## config.mk

```make
export PLATFORM = sky130hd
export DESIGN_NAME = lcd_lines_to_hd44780
export DESIGN_NICKNAME = d
export VERILOG_FILES = /design/src/rtl/lcd_lines_to_hd44780.sv
export SDC_FILE = /design/constraint.sdc
export NUM_CORES = 1
export LEC_CHECK = 0
export BUFFER_PORTS_ARGS = -buffer_cell sky130_fd_sc_hd__buf_4
export CORE_MARGIN = 1.5
export CORE_UTILIZATION = 30
export CTS_BUF_LIST = sky130_fd_sc_hd__clkbuf_4 sky130_fd_sc_hd__clkbuf_8
export CTS_CLUSTER_DIAMETER = 80
export DETAILED_ROUTE_END_ITERATION = 8
export PLACE_DENSITY = 0.66
export SYNTH_ARGS = -nofsm -noshare
export SYNTH_HDL_FRONTEND = slang
export SYNTH_SLANG_ARGS = --single-unit
```

## constraint.sdc

```tcl
create_clock -name Clock_100MHz -period 4.86 [get_ports Clock_100MHz]
set_clock_uncertainty 0.2 [all_clocks]
set_input_delay 0.243 -clock Clock_100MHz [delete_from_list [all_inputs] [get_ports Clock_100MHz]]
set_output_delay 0.243 -clock Clock_100MHz [all_outputs]
set_load 0.02 [all_outputs]
```

## src/rtl/lcd_lines_to_hd44780.sv

```systemverilog
// Drives an HD44780-class LCD in 8-bit write-only mode from two 16-character row buffers.
// Optional LCD_FRAME_SNAPSHOT_EN latches both rows once per frame so a frame never tears.
module lcd_lines_to_hd44780 #(
  parameter int unsigned POWERUP_CYCLES = 2_000_000,
  parameter int unsigned SETUP_CYCLES   = 5,
  parameter int unsigned E_PULSE_CYCLES = 25,
  parameter int unsigned CMD_CYCLES     = 5_000,
  parameter int unsigned CLEAR_CYCLES   = 200_000
) (
  input  logic         Clock_100MHz,
  input  logic         Reset_n,
  input  logic [127:0] Line_1,
  input  logic [127:0] Line_2,
  output logic         LCD_RS,
  output logic         LCD_RW,
  output logic         LCD_E,
  output logic [7:0]   LCD_DB,
  output logic         Init_done,
  output logic         Frame_done
);

  localparam int unsigned CMD_PERIOD = SETUP_CYCLES + E_PULSE_CYCLES + CMD_CYCLES;
  localparam int unsigned CLR_PERIOD = SETUP_CYCLES + E_PULSE_CYCLES + CLEAR_CYCLES;
  localparam int unsigned MAX_CNT    = (POWERUP_CYCLES > CLR_PERIOD) ? POWERUP_CYCLES : CLR_PERIOD;
  localparam int unsigned CW         = $clog2(MAX_CNT + 1);

  typedef enum logic [1:0] {
    ST_POWERUP = 2'd0,
    ST_INIT    = 2'd1,
    ST_FRAME   = 2'd2
  } state_e;

  state_e        state_q, state_d;
  logic [CW-1:0] cnt_q, cnt_d;
  logic [5:0]    idx_q, idx_d;
  logic          rs_q, rs_d;
  logic [7:0]    db_q, db_d;
  logic          e_q, e_d;
  logic          init_done_q, init_done_d;
  logic          frame_done_q, frame_done_d;
  logic          wait_end_s;
  logic          snap_s;
  logic [127:0]  l1_src_s, l2_src_s;

  function automatic logic [7:0] init_cmd(input logic [5:0] k);
    case (k)
      6'd0:    return 8'h38;
      6'd1:    return 8'h0C;
      6'd2:    return 8'h06;
      default: return 8'h01;
    endcase
  endfunction

  // Non-printable bytes would show as garbage glyphs, so they become blanks.
  function automatic logic [7:0] filter_char(input logic [7:0] c);
    if ((c < 8'h20) || (c > 8'h7E)) return 8'h20;
    else return c;
  endfunction

  function automatic logic [7:0] line_char(input logic [127:0] line, input logic [5:0] k);
    logic [127:0] sh;
    sh = line << (7'(k) << 3);
    return sh[127:120];
  endfunction

  // Frame layout: 0x80, 16 chars of row 1, 0xC0, 16 chars of row 2; returns {rs, db}.
  function automatic logic [8:0] frame_byte(input logic [5:0] k, input logic [127:0] l1,
                                            input logic [127:0] l2);
    if (k == 6'd0) return {1'b0, 8'h80};
    else if (k <= 6'd16) return {1'b1, filter_char(line_char(l1, k - 6'd1))};
    else if (k == 6'd17) return {1'b0, 8'hC0};
    else return {1'b1, filter_char(line_char(l2, k - 6'd18))};
  endfunction

`ifdef LCD_FRAME_SNAPSHOT_EN
  logic [255:0] shadow_q, shadow_d;
  assign l1_src_s = shadow_q[255:128];
  assign l2_src_s = shadow_q[127:0];

  // Rows are frozen on the cycle the frame's 0x80 transfer starts.
  always_comb begin
    if (snap_s) shadow_d = {Line_1, Line_2};
    else shadow_d = shadow_q;
  end

  always_ff @(posedge Clock_100MHz or negedge Reset_n) begin
    if (!Reset_n) shadow_q <= 256'd0;
    else shadow_q <= shadow_d;
  end
`else
  assign l1_src_s = Line_1;
  assign l2_src_s = Line_2;
`endif

  // Sequencer next state: powerup wait, then one transfer period per byte.
  always_comb begin
    state_d      = state_q;
    cnt_d        = cnt_q + CW'(1);
    idx_d        = idx_q;
    rs_d         = rs_q;
    db_d         = db_q;
    init_done_d  = init_done_q;
    frame_done_d = 1'b0;
    snap_s       = 1'b0;
    if (!rs_q && (db_q == 8'h01)) wait_end_s = (cnt_q == CW'(CLR_PERIOD - 1));
    else wait_end_s = (cnt_q == CW'(CMD_PERIOD - 1));
    case (state_q)
      ST_POWERUP: begin
        if (cnt_q == CW'(POWERUP_CYCLES - 1)) begin
          state_d = ST_INIT;
          cnt_d   = '0;
          idx_d   = 6'd0;
          rs_d    = 1'b0;
          db_d    = init_cmd(6'd0);
        end else begin
          state_d = ST_POWERUP;
        end
      end
      ST_INIT: begin
        if (wait_end_s) begin
          cnt_d = '0;
          rs_d  = 1'b0;
          if (idx_q == 6'd3) begin
            state_d     = ST_FRAME;
            idx_d       = 6'd0;
            db_d        = 8'h80;
            init_done_d = 1'b1;
            snap_s      = 1'b1;
          end else begin
            idx_d = idx_q + 6'd1;
            db_d  = init_cmd(idx_q + 6'd1);
          end
        end else begin
          state_d = ST_INIT;
        end
      end
      ST_FRAME: begin
        if (wait_end_s) begin
          cnt_d = '0;
          if (idx_q == 6'd33) begin
            idx_d        = 6'd0;
            rs_d         = 1'b0;
            db_d         = 8'h80;
            frame_done_d = 1'b1;
            snap_s       = 1'b1;
          end else begin
            idx_d         = idx_q + 6'd1;
            {rs_d, db_d}  = frame_byte(idx_q + 6'd1, l1_src_s, l2_src_s);
          end
        end else begin
          state_d = ST_FRAME;
        end
      end
      default: begin
        state_d = ST_POWERUP;
        cnt_d   = '0;
      end
    endcase
    if ((state_d != ST_POWERUP) && (cnt_d >= CW'(SETUP_CYCLES)) &&
        (cnt_d < CW'(SETUP_CYCLES + E_PULSE_CYCLES))) e_d = 1'b1;
    else e_d = 1'b0;
  end

  // State and registered LCD pins.
  always_ff @(posedge Clock_100MHz or negedge Reset_n) begin
    if (!Reset_n) begin
      state_q      <= ST_POWERUP;
      cnt_q        <= '0;
      idx_q        <= 6'd0;
      rs_q         <= 1'b0;
      db_q         <= 8'h00;
      e_q          <= 1'b0;
      init_done_q  <= 1'b0;
      frame_done_q <= 1'b0;
    end else begin
      state_q      <= state_d;
      cnt_q        <= cnt_d;
      idx_q        <= idx_d;
      rs_q         <= rs_d;
      db_q         <= db_d;
      e_q          <= e_d;
      init_done_q  <= init_done_d;
      frame_done_q <= frame_done_d;
    end
  end

  assign LCD_RS     = rs_q;
  assign LCD_RW     = 1'b0;
  assign LCD_E      = e_q;
  assign LCD_DB     = db_q;
  assign Init_done  = init_done_q;
  assign Frame_done = frame_done_q;

endmodule

```

=== Word-level counts from Yosys, hierarchy flattened ===
Cells that the tools add are included.

* Bits in registers: 41
* Output and inout port bits: 13
* Logic and storage cells: 84

* Add/subtract/negate cells: 4
* Magnitude comparators: 7
* Equal/unequal tests: 14
* Shift-type cells: 2
* Mux-type cells: 36
* Reductions and logical operators: 13

{| class="wikitable"
|+ Operator list
! operator !! number
|-
| $shl 128x7->128 || 2
|-
| $mux 8 || 7
|-
| $mux 21 || 2
|-
| $pmux 21 s2 || 1
|-
| $pmux 6 s3 || 2
|-
| $mux 6 || 5
|-
| $mux 9 || 3
|-
| $pmux 8 s3 || 1
|-
| $add 21x1->21 const B || 1
|-
| $eq 21x13->1 const B || 1
|-
| $eq 21x18->1 const B || 1
|-
| $eq 21x21->1 const B || 1
|-
| $ge 21x3->1 const B || 1
|-
| $lt 21x5->1 const B || 1
|-
| $gt 8x7->1 const B || 2
|-
| $lt 8x6->1 const B || 2
|-
| $eq 6x2->1 const B || 2
|-
| $mux 1 || 10
|-
| $eq 8x1->1 const B || 1
|-
| $add 6x1->6 const B || 1
|-
| $eq 6x1->1 const B || 1
|-
| $eq 6x5->1 const B || 1
|-
| $eq 6x6->1 const B || 1
|-
| $le 6x5->1 const B || 1
|-
| other kinds (18) || 25
|}

=== Longest topological paths before layout ===
Gate-level depths: netlist of the first run.

* Depth in word-level cells: 12
* Gate-level depth with buffers: 21
* Mapped depth without buffers: 12

=== Worst setup path before layout of the first run ===
OpenSTA, ideal clock, no wires.

* Kind: flip-flop to flip-flop
* Start: register idx_q[0]
* End: register db_q[1] (netlist: LCD_DB[1])
* Setup time: 90 ps
* Arrival: 4,717 ps
* Slack: -147 ps
* Stages on the path, launching flop included: 21
* Cell sequence: dfrtp_1 > buf_6 > buf_2 > buf_4 > buf_4 > inv_1 > ha_1 > buf_4 > buf_2 > buf_2 > inv_1 > ha_1 > xnor2_1 > xnor2_2 > buf_6 > mux2i_1 > mux2i_1 > nor4_1 > o311ai_0 > or3b_2 > o221ai_1

* Longest elaborated chain between the ends: 12

{| class="wikitable"
|+ Ends and longest elaborated chain
! what !! RTL line !! source
|-
| start, declared || 35 || <nowiki>logic [5:0] idx_q, idx_d;</nowiki>
|-
| start signal, assigned || 178 || <nowiki>idx_q <= idx_d;</nowiki>
|-
| $add 6x1->6 || 131, 148 ||
|-
| $sub 4x2->4 || 72 || <nowiki>else return {1'b1, filter_char(line_char(l2, k - 6'd18))};</nowiki>
|-
| $shl 128x7->128 || 62 || <nowiki>sh = line << (7'(k) << 3);</nowiki>
|-
| $lt 8x6->1 or $gt 8x7->1 (tied branches) || 56 || <nowiki>if ((c < 8'h20) || (c > 8'h7E)) return 8'h20;</nowiki>
|-
| $logic_or 1x1->1 || 56 ||
|-
| $mux 8 || 56 ||
|-
| $mux 9 || 71 || <nowiki>else if (k == 6'd17) return {1'b0, 8'hC0};</nowiki>
|-
| $mux 9 || 70 || <nowiki>else if (k <= 6'd16) return {1'b1, filter_char(line_char(l1, k - 6'd1))};</nowiki>
|-
| $mux 9 || 69 || <nowiki>if (k == 6'd0) return {1'b0, 8'h80};</nowiki>
|-
| $mux 8 || 140 || <nowiki>if (idx_q == 6'd33) begin</nowiki>
|-
| $mux 8 || 138 || <nowiki>if (wait_end_s) begin</nowiki>
|-
| $pmux 8 s3 (*) || 107 || <nowiki>case (state_q)</nowiki>
|-
| end signal, assigned || 171 || <nowiki>db_q <= 8'h00;</nowiki>
|-
| end signal, assigned || 180 || <nowiki>db_q <= db_d;</nowiki>
|-
| end, declared || 37 || <nowiki>logic [7:0] db_q, db_d;</nowiki>
|}

Mark *: on every way between the ends. The rest lies on a longest branch, timed or not. The select of a mux whose other input is x is not followed.
A chain may end at the register's enable or synchronous reset.

=== Worst setup path in the final report of the first run ===
* Start: register idx_q[1]
* End: register db_q[1] (netlist: LCD_DB[1])

Same word-level chain as after synthesis.

==> results of run 1 <==
worst max-delay path by stage:
stage / slack, ns / startpoint / cells past startpoint / end
after floorplan: 0.03 / idx_q[0] / 20 / LCD_DB[4]
after global placement: 0.78 / idx_q[1] / 13 / LCD_DB[1]
after detailed placement: 0.69 / idx_q[1] / 13 / LCD_DB[1]
after CTS: 0.65 / idx_q[1] / 13 / LCD_DB[1]
after global routing: 0.26 / idx_q[1] / 12 / LCD_DB[1]
final: 0.65 / idx_q[1] / 12 / LCD_DB[1]
placed cells by master, fill, tap and decap left out, types with 8 or more instances in the layout:
master                     count
sky130_fd_sc_hd__buf_4       277
sky130_fd_sc_hd__mux4_2       64
sky130_fd_sc_hd__mux2i_1      44
sky130_fd_sc_hd__nor2_1       41
sky130_fd_sc_hd__dfrtp_1      40
sky130_fd_sc_hd__nand2_1      36
sky130_fd_sc_hd__nand3_1      19
sky130_fd_sc_hd__o21ai_0      19
sky130_fd_sc_hd__xnor2_1      16
sky130_fd_sc_hd__inv_1        14
sky130_fd_sc_hd__ha_1         12
sky130_fd_sc_hd__nor3_1       11
sky130_fd_sc_hd__a21oi_1      11
sky130_fd_sc_hd__and3_1       10
sky130_fd_sc_hd__xor2_1       10
sky130_fd_sc_hd__nand2b_1      8
sequential cells by signal (all words and copies together), names as in the netlist:
signal      cells
Init_done       1
LCD_DB          8
LCD_E           1
LCD_RS          1
Frame_done      1
cnt_q          21
state_q         2
idx_q           6
power groups by stage:
stage | clock [mW] | combinational (mW) | sequential, mW
2_1_floorplan | 0 | 0.0607 | 0.348
3_3_place_gp | 0 | 0.236 | 0.348
3_5_place_dp | 0 | 0.240 | 0.348
4_1_cts | 0.302 | 0.241 | 0.341
5_1_grt | 0.319 | 0.256 | 0.341
6_report | 0.300 | 0.240 | 0.341
final cells by class:
cell class | instances | area share (%)
Inverter | 14 | 0.708
Timing Repair Buffer | 278 | 28.2
Multi-Input combinational cell | 408 | 51.9
Clock buffer | 6 | 1.11
Tap cell | 220 | 3.71
Clock inverter | 2 | 0.506
Sequential cell | 41 | 13.9
per-stage QoR:
step                instance area (um2)  worst slack, ns  hold WS [ns]  total power, mW  std cells
floorplan                          5160           0.0253        -0.253            0.408        504
global placement                   7290            0.782        0.0669            0.584        960
detailed placement                 7290            0.693        0.0748            0.587        960
CTS                                7420            0.648         0.286            0.884        969
global route                       7420            0.262         0.312            0.917        969
finish                             7420            0.648         0.260            0.880        969
kinds of logic after synthesis:
group,after synthesis,share of synthesized area [%]
fa+ha+maj,14,3.35
buf+inv,55,5.65
flops,41,19.9
compound gates,73,9.80
other cells,1,0.0727
simple gates,179,18.7
mux,114,37.8
xor+xnor,27,4.73
layer usage:
layer  share of wire [%]  track usage, %
met1                  40            26.2
met2                  53            37.5
met3                 5.2            2.57
met4                 1.9            5.08
met5                   0               0
worst max-delay path, stage by stage (launching register included):
cell and delay [ns]:
sky130_fd_sc_hd__dfrtp_1 0.49, sky130_fd_sc_hd__ha_1 0.29, sky130_fd_sc_hd__xnor2_1 0.25, sky130_fd_sc_hd__ha_1 0.30, sky130_fd_sc_hd__xnor2_1 0.13, sky130_fd_sc_hd__xnor2_2 0.67, sky130_fd_sc_hd__buf_4 0.30, sky130_fd_sc_hd__mux2i_1 0.19
sky130_fd_sc_hd__mux2i_1 0.13, sky130_fd_sc_hd__nor4_1 0.35, sky130_fd_sc_hd__o311ai_1 0.24, sky130_fd_sc_hd__or3b_2 0.50, sky130_fd_sc_hd__o221ai_1 0.08
==> results.txt, run 1 <==
----------------------------------------------------
[Critical path]
  Reg2Reg Setup Slack ... 0.65 ns
  Path type of the worst setup path ... reg -> reg
  Sort of element at the end of the critical path ... register
  Worst reg2reg startpoint ... idx_q[1]
  Largest driver fanout on the critical path ... 11
  Critical path startpoint category ... register
  Signal arrival time at the worst endpoint ... 4.23 ns
  Crit path required time ... 4.88 ns
  Depth of the worst register-to-register path ... 12
  Reg-to-reg endpoint ... LCD_DB[1]

[Logic synthesis]
  Register bit total from synthesis ... 41
  Commonest register cell after synthesis ... sky130_fd_sc_hd__dfrtp_1
  Cell taking the most area after synthesis ... sky130_fd_sc_hd__mux4_2
  Sequential-to-total area share from yosys stat ... 19.9%
  Top post-synthesis cells by count ... sky130_fd_sc_hd__mux4_2 (64), sky130_fd_sc_hd__mux2i_1 (44), sky130_fd_sc_hd__dfrtp_1 (41), sky130_fd_sc_hd__nor2_1 (41), sky130_fd_sc_hd__nand2_1 (36)
  Share of the synthesized area in the top cell type ... 27.9%
  Syn. warnings ... 0
  Synthesized area per cell ... 10.2 um2
  Fraction of synthesis flops using an asynchronous set or reset pin ... 100%
  Count leader, synth ... sky130_fd_sc_hd__mux4_2
  Number of synthesized flops with an enable pin ... 0
  Number of distinct library cells after synthesis ... 71
  Post-synth net total ... 775
  Post-synthesis instance total ... 504
  Ranking of synthesized cells by area ... sky130_fd_sc_hd__mux4_2 (28%), sky130_fd_sc_hd__dfrtp_1 (20%), sky130_fd_sc_hd__mux2i_1 (8.5%)
  Synthesized cell area ... 5160 um2

[Layout]
  Antenna Diode Count ... 0
  Filler Cells Inserted ... 1644
  Total area of sequential cells ... 1030 um2
  Synthesis-to-layout area growth ... 43.8%
  Share of post-route cells with drive strength above 1 ... 49.8%
  Area of combinational cells with multiple inputs ... 3850 um2
  Post-layout net count ... 1019
  Post-layout util ... 44.4%

[Clock tree]
  CTS tree ... yes
  Clock latency on the worst-skew pair ... 0.31 ns
  Num CTS Buffers ... 5
  Number of gates resized after cts ... 0
  Bufs on Longest Clock Path ... 2
  H-tree lvl count ... 2
  Clock slew at reported path FFs ... 0.09 ns
  Root buf cell ... sky130_fd_sc_hd__clkbuf_8
  TritonCTS sink count ... 41
  Post-CTS Setup Inserts ... 0
  Hold bufs inserted after CTS ... 1

[STA]
  Rel. slew slack ... 33.8%
  Setup repair after global routing missed its margin ... no
  Share of the clock period used by the worst path after layout ... 86.7%
  Final-report max-slew violation count ... 0
  Max Clock Freq ... 237 MHz
  Setup_tns ... 0 ns
  Final setup violating endpoints ... 0
  Hold Fails Final Rpt ... 0
  Final period demand of the worst path ... 4.21 ns
  Slew of the pin with the lowest slew margin ... 0.993 ns

[Detailed routing]
  WL/cell ... 19.4 um
  Iter 0 DRT Violations ... 392
  DR vias ... 5173
  Number of optimization iterations in the first detailed-route pass ... 5
  Total length of routed wires ... 18800 um
  Number of nets with antenna violations after detailed routing ... 0
  Final routed DRC violation total ... 0
  Post-DR vias/cell ... 5.34

[Global routing]
  Antenna violations before repair ... 0
  Total congestion overflow after global routing ... 0
  First-pass GRT wire length ... 29200 um
  Via count of the first global-routing pass ... 5481
  Tot GR Track Use ... 20.7%
  Largest net degree at the start of global routing ... 65

[Power]
  Proportion of power drawn by the clock network ... 34.0%
  Leakage Power ... 3.19 nW
  Sequential power share ... 38.7%
  IR Drop Worst-Case VDD ... 0.000103 V
  Net switching component of the power ... 0.198 mW
  Pint ... 0.682 mW
  Proportion of power drawn by combinational gates ... 27.3%
  Pwr Density ... 119 nW/um2
  Switch share ... 22.5%

[Floorplan]
  Cell row count ... 47
  Horizontal die dimension ... 134 um
  Vert. Die Dim ... 134 um
  Std-Cell Core Area ... 16700 um2
  Total die area ... 18000 um2
  Starting density of the core ... 30.9%
  Ports placed on the boundary ... 271

[Placement]
  Half-perimeter wire length after detailed placement ... 15800 um
  GPL Wtd Cong ... 0.891
  PortBufs ... 269

[Run]
  Max-cap viol count ... 0

[Run status]
  Status ... finished clean

[Min path]
  Classification of the worst-slack hold path ... in -> async

----------------------------------------------------
No activity file was read; power rests on OpenSTA's default activity.
==> inputs of run 2 (changes only) <==
--- a/config.mk
+++ b/config.mk
@@ -11,7 +11,9 @@
 export CTS_BUF_LIST = sky130_fd_sc_hd__clkbuf_4 sky130_fd_sc_hd__clkbuf_8
 export CTS_CLUSTER_DIAMETER = 80
 export DETAILED_ROUTE_END_ITERATION = 8
+export MAX_ROUTING_LAYER = met4
 export PLACE_DENSITY = 0.66
+export REMOVE_ABC_BUFFERS = 1
 export SYNTH_ARGS = -nofsm -noshare
 export SYNTH_HDL_FRONTEND = slang
 export SYNTH_SLANG_ARGS = --single-unit
==> run 2 against run 1 <==
Net effect:
- setup slack got worse by 0.075 ns
- critical path depth increased by 1
- maximum frequency decreased by 1.8%
- clock-buffer cell count increased by 1
- register-to-register slack got worse by 0.08 ns
- sequential share of layout area about the same
- core utilization about the same
- die area unchanged
- critical path type unchanged
- largest power group unchanged
==> results.txt, run 2 (synthesis results as in run 1) <==
----------------------------------------------------
[Critical path]
  Sort of element at the end of the critical path ... register (unchanged)
  Crit-path leading delay family ... XOR/XNOR gates (unchanged)
  Path type of the worst setup path ... reg -> reg (unchanged)
  Largest driver fanout on the critical path ... 15 (was 11)
  Worst reg2reg startpoint ... idx_q[1] (unchanged)
  Reg-to-reg endpoint ... LCD_DB[4] (was LCD_DB[1])
  Bufs and invs on worst path ... 3 (was 1)
  Critical path startpoint category ... register (unchanged)
  Cell-by-cell listing of the critical path ... inv_1 > ha_4 > inv_1 > ha_1 > xnor2_1 > xnor2_2 > buf_4 > mux2i_1 > mux2i_1 > nand2b_1 > o311ai_0 > nor2b_1 > o32a_1 (was ha_1 > xnor2_1 > ha_1 > xnor2_1 > xnor2_2 > buf_4 > mux2i_1 > mux2i_1 > nor4_1 > o311ai_1 > or3b_2 > o221ai_1)
  Peak per-stage delay on the critical path ... 0.85 ns (was 0.67 ns)
  Reg2Reg Setup Slack ... 0.57 ns (was 0.65 ns)
  Crit path required time ... 4.86 ns (was 4.88 ns)
  Crit path max-delay cell type ... sky130_fd_sc_hd__xnor2_2 (unchanged)
  Signal arrival time at the worst endpoint ... 4.28 ns (was 4.23 ns)
  Depth of the worst register-to-register path ... 13 (was 12)

[Power]
  Proportion of power drawn by the clock network ... 34.4% (was 34.0%)
  Switch share ... 22.3% (was 22.5%)
  Leakage Power ... 3.20 nW (was 3.19 nW)
  Pwr Density ... 119 nW/um2 (about the same)
  Proportion of power drawn by combinational gates ... 27.2% (was 27.3%)
  Sequential power share ... 38.5% (was 38.7%)
  Net switching component of the power ... 0.197 mW (was 0.198 mW)
  IR Drop Worst-Case VDD ... 0.000115 V (was 0.000103 V)
  Pint ... 0.689 mW (was 0.682 mW)

[Floorplan]
  Cell row count ... 47 (unchanged)
  Total die area ... 18000 um2 (unchanged)
  Ports placed on the boundary ... 271 (unchanged)
  Vert. Die Dim ... 134 um (unchanged)
  Starting density of the core ... 30.9% (unchanged)
  Std-Cell Core Area ... 16700 um2 (unchanged)
  Horizontal die dimension ... 134 um (unchanged)

[Layout]
  Synthesis-to-layout area growth ... 43.9% (was 43.8%)
  Highest-count cells in the layout ignoring fill and taps ... sky130_fd_sc_hd__buf_4 (277), sky130_fd_sc_hd__mux4_2 (64), sky130_fd_sc_hd__mux2i_1 (44) (unchanged)
  Post-layout net count ... 1019 (unchanged)
  Most common cell after layout, fill and taps aside ... sky130_fd_sc_hd__buf_4 (unchanged)
  Flip-flop count of the largest register, all copies and words added ... 21 (unchanged)
  Register with the highest flop count ... cnt_q (unchanged)
  Filler Cells Inserted ... 1703 (was 1644)
  Non-filler cells in the finished layout ... 970 (was 969)
  Cell area after layout ... 7420 um2 (about the same)
  Share of post-route cells with drive strength above 1 ... 49.8% (unchanged)

[Clock tree]
  Post-CTS Setup Inserts ... 0 (unchanged)
  H-tree lvl count ... 2 (unchanged)
  Num CTS Buffers ... 5 (unchanged)
  TritonCTS sink count ... 41 (unchanged)
  Root buf cell ... sky130_fd_sc_hd__clkbuf_8 (unchanged)
  Bufs on Longest Clock Path ... 2 (unchanged)
  Clock latency on the worst-skew pair ... 0.31 ns (about the same)
  CTS tree ... yes (unchanged)
  Clock slew at reported path FFs ... 0.09 ns (about the same)

[Global routing]
  Total congestion overflow after global routing ... 0 (unchanged)
  Tot GR Track Use ... 21.3% (was 20.7%)
  Largest net degree at the start of global routing ... 65 (unchanged)
  Via count of the first global-routing pass ... 5393 (was 5481)
  First-pass GRT wire length ... 28700 um (was 29200 um)
  Antenna violations before repair ... 1 (was 0)

[Detailed routing]
  Post-DR vias/cell ... 5.39 (was 5.34)
  DR vias ... 5228 (was 5173)
  Number of optimization iterations in the first detailed-route pass ... 5 (unchanged)
  Final routed DRC violation total ... 0 (unchanged)
  WL/cell ... 19.6 um (was 19.4 um)
  Met3 wire length ... 1270 um (was 970 um)
  Number of nets with antenna violations after detailed routing ... 0 (unchanged)
  Met2 wire length ... 9920 um (was 9900 um)
  Iter 0 DRT Violations ... 376 (was 392)
  Met1 Wirelength ... 7390 um (was 7580 um)
  Total length of routed wires ... 19000 um (was 18800 um)
  Highest routing layer actually used ... met4 (unchanged)

[Placement]
  Placed Area ... 7290 um2 (unchanged)
  PortBufs ... 269 (unchanged)
  Worst setup slack after placement ... 0.541 ns (was 0.693 ns)
  Post-placement cell count ... 960 (unchanged)
  GPL Wtd Cong ... 0.969 (was 0.891)
  Half-perimeter wire length after detailed placement ... 16100 um (was 15800 um)

[Run]
  Max-cap viol count ... 0 (unchanged)

[Run status]
  Status ... finished clean (unchanged)

[STA]
  Slew of the pin with the lowest slew margin ... 1.08 ns (was 0.993 ns)
  Max Clock Freq ... 233 MHz (was 237 MHz)
  Final critical-path setup slack ... 0.573 ns (was 0.648 ns)
  Final-report max-slew violation count ... 0 (unchanged)
  Hold Fails Final Rpt ... 0 (unchanged)
  Share of the clock period used by the worst path after layout ... 88.2% (was 86.7%)
  Setup repair after global routing missed its margin ... no (unchanged)
  Final period demand of the worst path ... 4.29 ns (was 4.21 ns)
  Final setup violating endpoints ... 0 (unchanged)
  Rel. slew slack ... 27.7% (was 33.8%)
  Hold Worst Slack ... 0.243 ns (was 0.260 ns)

[Min path]
  Classification of the worst-slack hold path ... in -> async (unchanged)

----------------------------------------------------
[run 2: routing by layer]
metal | GRT usage [%] | vias up
met3 | 3.74 | 31
met5 | - | -
met4 | 6.15 | 0
met1 | 26.1 | 2529
li1 | - | 2445
met2 | 36.2 | 223
[run 2: how the worst max path moves through the flow]
stage | start | endpoint | slack, ns | depth (start not counted)
2_1_floorplan | idx_q[0] | LCD_DB[1] | -2.79 | 12
4_1_cts | idx_q[1] | LCD_DB[4] | 0.50 | 13
3_5_place_dp | idx_q[1] | LCD_DB[4] | 0.54 | 13
5_1_grt | idx_q[1] | LCD_DB[4] | 0.08 | 13
6_report | idx_q[1] | LCD_DB[4] | 0.57 | 13
3_3_place_gp | idx_q[1] | LCD_DB[4] | 0.68 | 12
[run 2: cell type report]
type                    count  area [um2]  share of cell area, %
inverters                  14        52.6                  0.708
multi-input cells         408        3850                   51.9
clock inverters             1        30.0                  0.404
repair buffers            278        2090                   28.1
flip-flops and latches     41        1030                   13.9
diodes                      1        2.50                 0.0337
clock buffers               7        90.1                   1.21
well taps                 220         275                   3.71
[run 2: power by group through the flow]
stage | combinational, mW | sequential [mW] | clock [mW]
after detailed placement | 0.240 | 0.348 | 0
after global routing | 0.256 | 0.341 | 0.328
after CTS | 0.241 | 0.341 | 0.314
after global placement | 0.237 | 0.348 | 0
final | 0.241 | 0.341 | 0.305
after floorplan | 0.0599 | 0.348 | 0
[run 2: metrics by stage]
step	util (%)	TNS, ns	power, mW
floorplan	-	-18.74	0.408
global placement	43.7	0	0.584
detailed placement	43.7	0	0.587
CTS	44.4	0	0.896
global route	44.5	0	0.925
finish	44.5	0	0.886
[run 2: what timing repair did]
action                                  CTS  global route
endpoints found under the hold margin    41             0
hold buffers                              1             0
endpoints found under the setup margin    0             0
gates resized for setup                   0             0
==> inputs of run 3 (changes only) <==
--- a/config.mk
+++ b/config.mk
@@ -5,6 +5,7 @@
 export SDC_FILE = /design/constraint.sdc
 export NUM_CORES = 1
 export LEC_CHECK = 0
+export ABC_AREA = 1
 export BUFFER_PORTS_ARGS = -buffer_cell sky130_fd_sc_hd__buf_4
 export CORE_MARGIN = 1.5
 export CORE_UTILIZATION = 30
@@ -12,7 +13,7 @@
 export CTS_CLUSTER_DIAMETER = 80
 export DETAILED_ROUTE_END_ITERATION = 8
 export MAX_ROUTING_LAYER = met4
-export PLACE_DENSITY = 0.66
+export PLACE_DENSITY = 0.64
 export REMOVE_ABC_BUFFERS = 1
 export SYNTH_ARGS = -nofsm -noshare
 export SYNTH_HDL_FRONTEND = slang
==> run 3 against run 2 <==
Net effect:
- worst hold slack better by 0.022 ns
- synthesized area is 18% higher
- register-to-register slack better by 0.41 ns
- maximum frequency is 11% higher
- via count is 52% higher
- critical endpoint is now LCD_DB[2]
==> results.txt, run 3 <==
----------------------------------------------------
[Critical path]
  Crit-path leading delay family ... simple AND/OR/NAND/NOR gates (was XOR/XNOR gates)
  Critical path startpoint category ... register (unchanged)
  Cell-by-cell listing of the critical path ... ha_1 > xnor2_1 > ha_1 > inv_1 > nand3_1 > nand3_1 > nand2_1 > nand2_1 > nor2_1 > nand2_1 > nand3_1 > nand2_1 > nand3_1 > nand2_1 > nand2_1 > nand2_1 (was inv_1 > ha_4 > inv_1 > ha_1 > xnor2_1 > xnor2_2 > buf_4 > mux2i_1 > mux2i_1 > nand2b_1 > o311ai_0 > nor2b_1 > o32a_1)
  Critical Path Most Common Cell ... sky130_fd_sc_hd__nand2_1
  Peak per-stage delay on the critical path ... 0.67 ns (was 0.85 ns)
  Path type of the worst setup path ... reg -> reg (unchanged)
  Crit path max-delay cell type ... sky130_fd_sc_hd__dfrtp_4 (was sky130_fd_sc_hd__xnor2_2)
  Crit path required time ... 4.85 ns (was 4.86 ns)
  Sort of element at the end of the critical path ... register (unchanged)
  Signal arrival time at the worst endpoint ... 3.87 ns (was 4.28 ns)
  Largest driver fanout on the critical path ... 45 (was 15)
  Bufs and invs on worst path ... 1 (was 3)

[STA]
  Setup_tns ... 0 ns (unchanged)
  Final-report max-slew violation count ... 0 (unchanged)
  Slew of the pin with the lowest slew margin ... 1.03 ns (was 1.08 ns)
  Max Clock Freq ... 258 MHz (was 233 MHz)
  Setup repair after global routing missed its margin ... no (unchanged)
  Share of the clock period used by the worst path after layout ... 79.8% (was 88.2%)
  Hold Worst Slack ... 0.264 ns (was 0.243 ns)
  Final setup violating endpoints ... 0 (unchanged)
  Rel. slew slack ... 31.5% (was 27.7%)
  Hold Fails Final Rpt ... 0 (unchanged)
  Final period demand of the worst path ... 3.88 ns (was 4.29 ns)

[Detailed routing]
  Highest routing layer actually used ... met4 (unchanged)
  WL/cell ... 13.0 um (was 19.6 um)
  DR vias ... 7945 (was 5228)
  Met2 wire length ... 10400 um (was 9920 um)
  Number of optimization iterations in the first detailed-route pass ... 5 (unchanged)
  Total length of routed wires ... 22400 um (was 19000 um)
  Final routed DRC violation total ... 0 (unchanged)
  Met3 wire length ... 1260 um (was 1270 um)
  Number of nets with antenna violations after detailed routing ... 0 (unchanged)
  Iter 0 DRT Violations ... 511 (was 376)
  Post-DR vias/cell ... 4.62 (was 5.39)
  Met1 Wirelength ... 10100 um (was 7390 um)

[Global routing]
  Largest net degree at the start of global routing ... 105 (was 65)
  First-pass GRT wire length ... 36700 um (was 28700 um)
  Via count of the first global-routing pass ... 7627 (was 5393)
  Total congestion overflow after global routing ... 0 (unchanged)
  Antenna violations before repair ... 2 (was 1)
  Tot GR Track Use ... 21.4% (was 21.3%)

[Layout]
  Filler Cells Inserted ... 2225 (was 1703)
  Post-layout net count ... 1717 (was 1019)
  Share of post-route cells with drive strength above 1 ... 21.6% (was 49.8%)
  Non-filler cells in the finished layout ... 1718 (was 970)
  Most common cell after layout, fill and taps aside ... sky130_fd_sc_hd__nand2_1 (was sky130_fd_sc_hd__buf_4)
  Post-layout util ... 41.7% (was 44.5%)
  Register with the highest flop count ... cnt_q (unchanged)
  Flip-flop count of the largest register, all copies and words added ... 21 (unchanged)
  Highest-count cells in the layout ignoring fill and taps ... sky130_fd_sc_hd__nand2_1 (569), sky130_fd_sc_hd__buf_4 (274), sky130_fd_sc_hd__inv_1 (177) (was sky130_fd_sc_hd__buf_4 (277), sky130_fd_sc_hd__mux4_2 (64), sky130_fd_sc_hd__mux2i_1 (44))
  Synthesis-to-layout area growth ... 37.3% (was 43.9%)

[Logic synthesis]
  Cell taking the most area after synthesis ... sky130_fd_sc_hd__nand2_1 (was sky130_fd_sc_hd__mux4_2)
  Syn. warnings ... 0 (unchanged)
  Number of synthesized flops with an enable pin ... 0 (unchanged)
  Largest family of logic cells by synthesized area ... simple AND/OR/NAND/NOR gates (was multiplexers)
  Fraction of synthesis flops using an asynchronous set or reset pin ... 100% (unchanged)
  Post-synthesis instance total ... 1211 (was 504)
  Share of the synthesized area in compound gates (AO/OA/AOI/OAI) ... 6.39% (was 9.80%)
  Sequential-to-total area share from yosys stat ... 16.8% (was 19.9%)
  Synthesized area per cell ... 5.04 um2 (was 10.2 um2)
  Share of the synthesized area in the top cell type ... 35.0% (was 27.9%)
  Commonest register cell after synthesis ... sky130_fd_sc_hd__dfrtp_1 (unchanged)
  Post-synthesis xor/xnor area fraction ... 2.13% (was 4.73%)
  Ranking of synthesized cells by area ... sky130_fd_sc_hd__nand2_1 (35%), sky130_fd_sc_hd__dfrtp_1 (17%), sky130_fd_sc_hd__inv_1 (11%) (was sky130_fd_sc_hd__mux4_2 (28%), sky130_fd_sc_hd__dfrtp_1 (20%), sky130_fd_sc_hd__mux2i_1 (8.5%))
  Share of synthesized cell area in and, or, nand and nor gates ... 56.9% (was 18.7%)
  Top post-synthesis cells by count ... sky130_fd_sc_hd__nand2_1 (569), sky130_fd_sc_hd__inv_1 (177), sky130_fd_sc_hd__nand3_1 (117), sky130_fd_sc_hd__nor2_1 (97), sky130_fd_sc_hd__dfrtp_1 (41) (was sky130_fd_sc_hd__mux4_2 (64), sky130_fd_sc_hd__mux2i_1 (44), sky130_fd_sc_hd__dfrtp_1 (41), sky130_fd_sc_hd__nor2_1 (41), sky130_fd_sc_hd__nand2_1 (36))
  Fraction of synthesized area in multiplexers ... 0% (was 37.8%)
  Register bit total from synthesis ... 41 (unchanged)
  Synthesized cell area ... 6110 um2 (was 5160 um2)
  Number of distinct library cells after synthesis ... 36 (was 71)
  Arithmetic-cell share of the synthesized area counting full adders, half adders and majority gates ... 2.66% (was 3.35%)
  Count leader, synth ... sky130_fd_sc_hd__nand2_1 (was sky130_fd_sc_hd__mux4_2)

[Floorplan]
  Starting density of the core ... 30.4% (was 30.9%)
  Cell row count ... 52 (was 47)
  Vert. Die Dim ... 146 um (was 134 um)
  Ports placed on the boundary ... 271 (unchanged)
  Std-Cell Core Area ... 20100 um2 (was 16700 um2)
  Horizontal die dimension ... 146 um (was 134 um)
  Total die area ... 21200 um2 (was 18000 um2)

[Clock tree]
  Root buf cell ... sky130_fd_sc_hd__clkbuf_8 (unchanged)
  Clock slew at reported path FFs ... 0.08 ns (was 0.09 ns)
  Num CTS Buffers ... 5 (unchanged)
  Bufs on Longest Clock Path ... 2 (unchanged)
  CTS tree ... yes (unchanged)
  TritonCTS sink count ... 41 (unchanged)
  Clock latency on the worst-skew pair ... 0.30 ns (was 0.31 ns)
  H-tree lvl count ... 2 (unchanged)

[Placement]
  GPL Wtd Cong ... 0.937 (was 0.969)
  Half-perimeter wire length after detailed placement ... 17800 um (was 16100 um)
  Post-placement cell count ... 1708 (was 960)
  PortBufs ... 269 (unchanged)

[Run status]
  Status ... finished clean (unchanged)

[Power]
  Pwr Density ... 105 nW/um2 (was 119 nW/um2)
  IR Drop Worst-Case VDD ... 0.0000816 V (was 0.000115 V)
  Leakage Power ... 5.07 nW (was 3.20 nW)

[Min path]
  Classification of the worst-slack hold path ... in -> async (unchanged)

[Run]
  Max-cap viol count ... 0 (unchanged)

----------------------------------------------------
[run 3: changes by cell type after synthesis, moves of 19 or more]
cell	before	now
sky130_fd_sc_hd__inv_1	14	177
sky130_fd_sc_hd__mux2i_1	44	0
sky130_fd_sc_hd__nor2_1	41	97
sky130_fd_sc_hd__nand2_1	36	569
sky130_fd_sc_hd__buf_2	11	30
sky130_fd_sc_hd__mux4_2	64	0
sky130_fd_sc_hd__nand3_1	19	117
[run 3: worst paths after layout]
check                      slack [ns]   endpoint  startpoint  cells past startpoint
setup / recovery                 0.98  LCD_DB[2]    idx_q[0]                     16
hold / removal                   0.26  cnt_q[12]     Reset_n                      2
setup reg to reg                 0.98  LCD_DB[2]    idx_q[0]                     16
hold reg to reg                  0.33  Init_done   Init_done                      1
max in group asynchronous        3.81   idx_q[0]     Reset_n                      2
min in group Clock_100MHz        0.33  Init_done   Init_done                      1
[run 3: area by class of cell]
class	count	area, um2	share of cell area [%]
inverter	182	683	8.14
antenna	2	5.00	0.0597
tap	270	338	4.03
clock buffer	5	68.8	0.820
clock inverter	2	35.0	0.418
timing repair buffer	275	2070	24.6
multi-input combinational	941	4160	49.6
sequential	41	1030	12.3
[run 3: per-stage QoR]
step | power [mW] | area, um2 | setup WS [ns]
after floorplan | 0.436 | 5870 | -2.00
after global placement | 0.620 | 8270 | 1.16
after detailed placement | 0.621 | 8270 | 1.02
after CTS | 0.893 | 8380 | 0.992
after global routing | 0.935 | 8390 | 0.490
final | 0.884 | 8390 | 0.983
[run 3: kinds of logic (layout without fill, tap and decap cells)]
| family | after synthesis | after routing |
|---|---|---|
| AO/OA/AOI/OAI | 72 | 72 |
| XOR/XNOR | 14 | 14 |
| adder cells (fa/ha/maj) | 13 | 13 |
| buffers and inverters | 229 | 464 |
| flip-flops | 41 | 41 |
| other | 1 | 3 |
| AND/OR/NAND/NOR | 841 | 841 |
[run 3: layer usage]
metal,vias up,GRT usage [%]
met2,277,35.2
met5,-,-
met4,0,6.63
met3,44,2.79
li1,4148,-
met1,3476,27.3
[run 3: what timing repair did]
action,4_1_cts,5_1_grt
hold buffers,1,0
endpoints found under the setup margin,0,0
setup buffers,0,0
gates resized for setup,0,0
endpoints found under the hold margin,41,0
[run 3: power by group]
group	total (mW)	internal [mW]	switching, mW	leakage, nW
registers	0.341	0.341	0	0.520
logic	0.274	0.172	0.102	4.50
clock network	0.269	0.149	0.120	0.0540
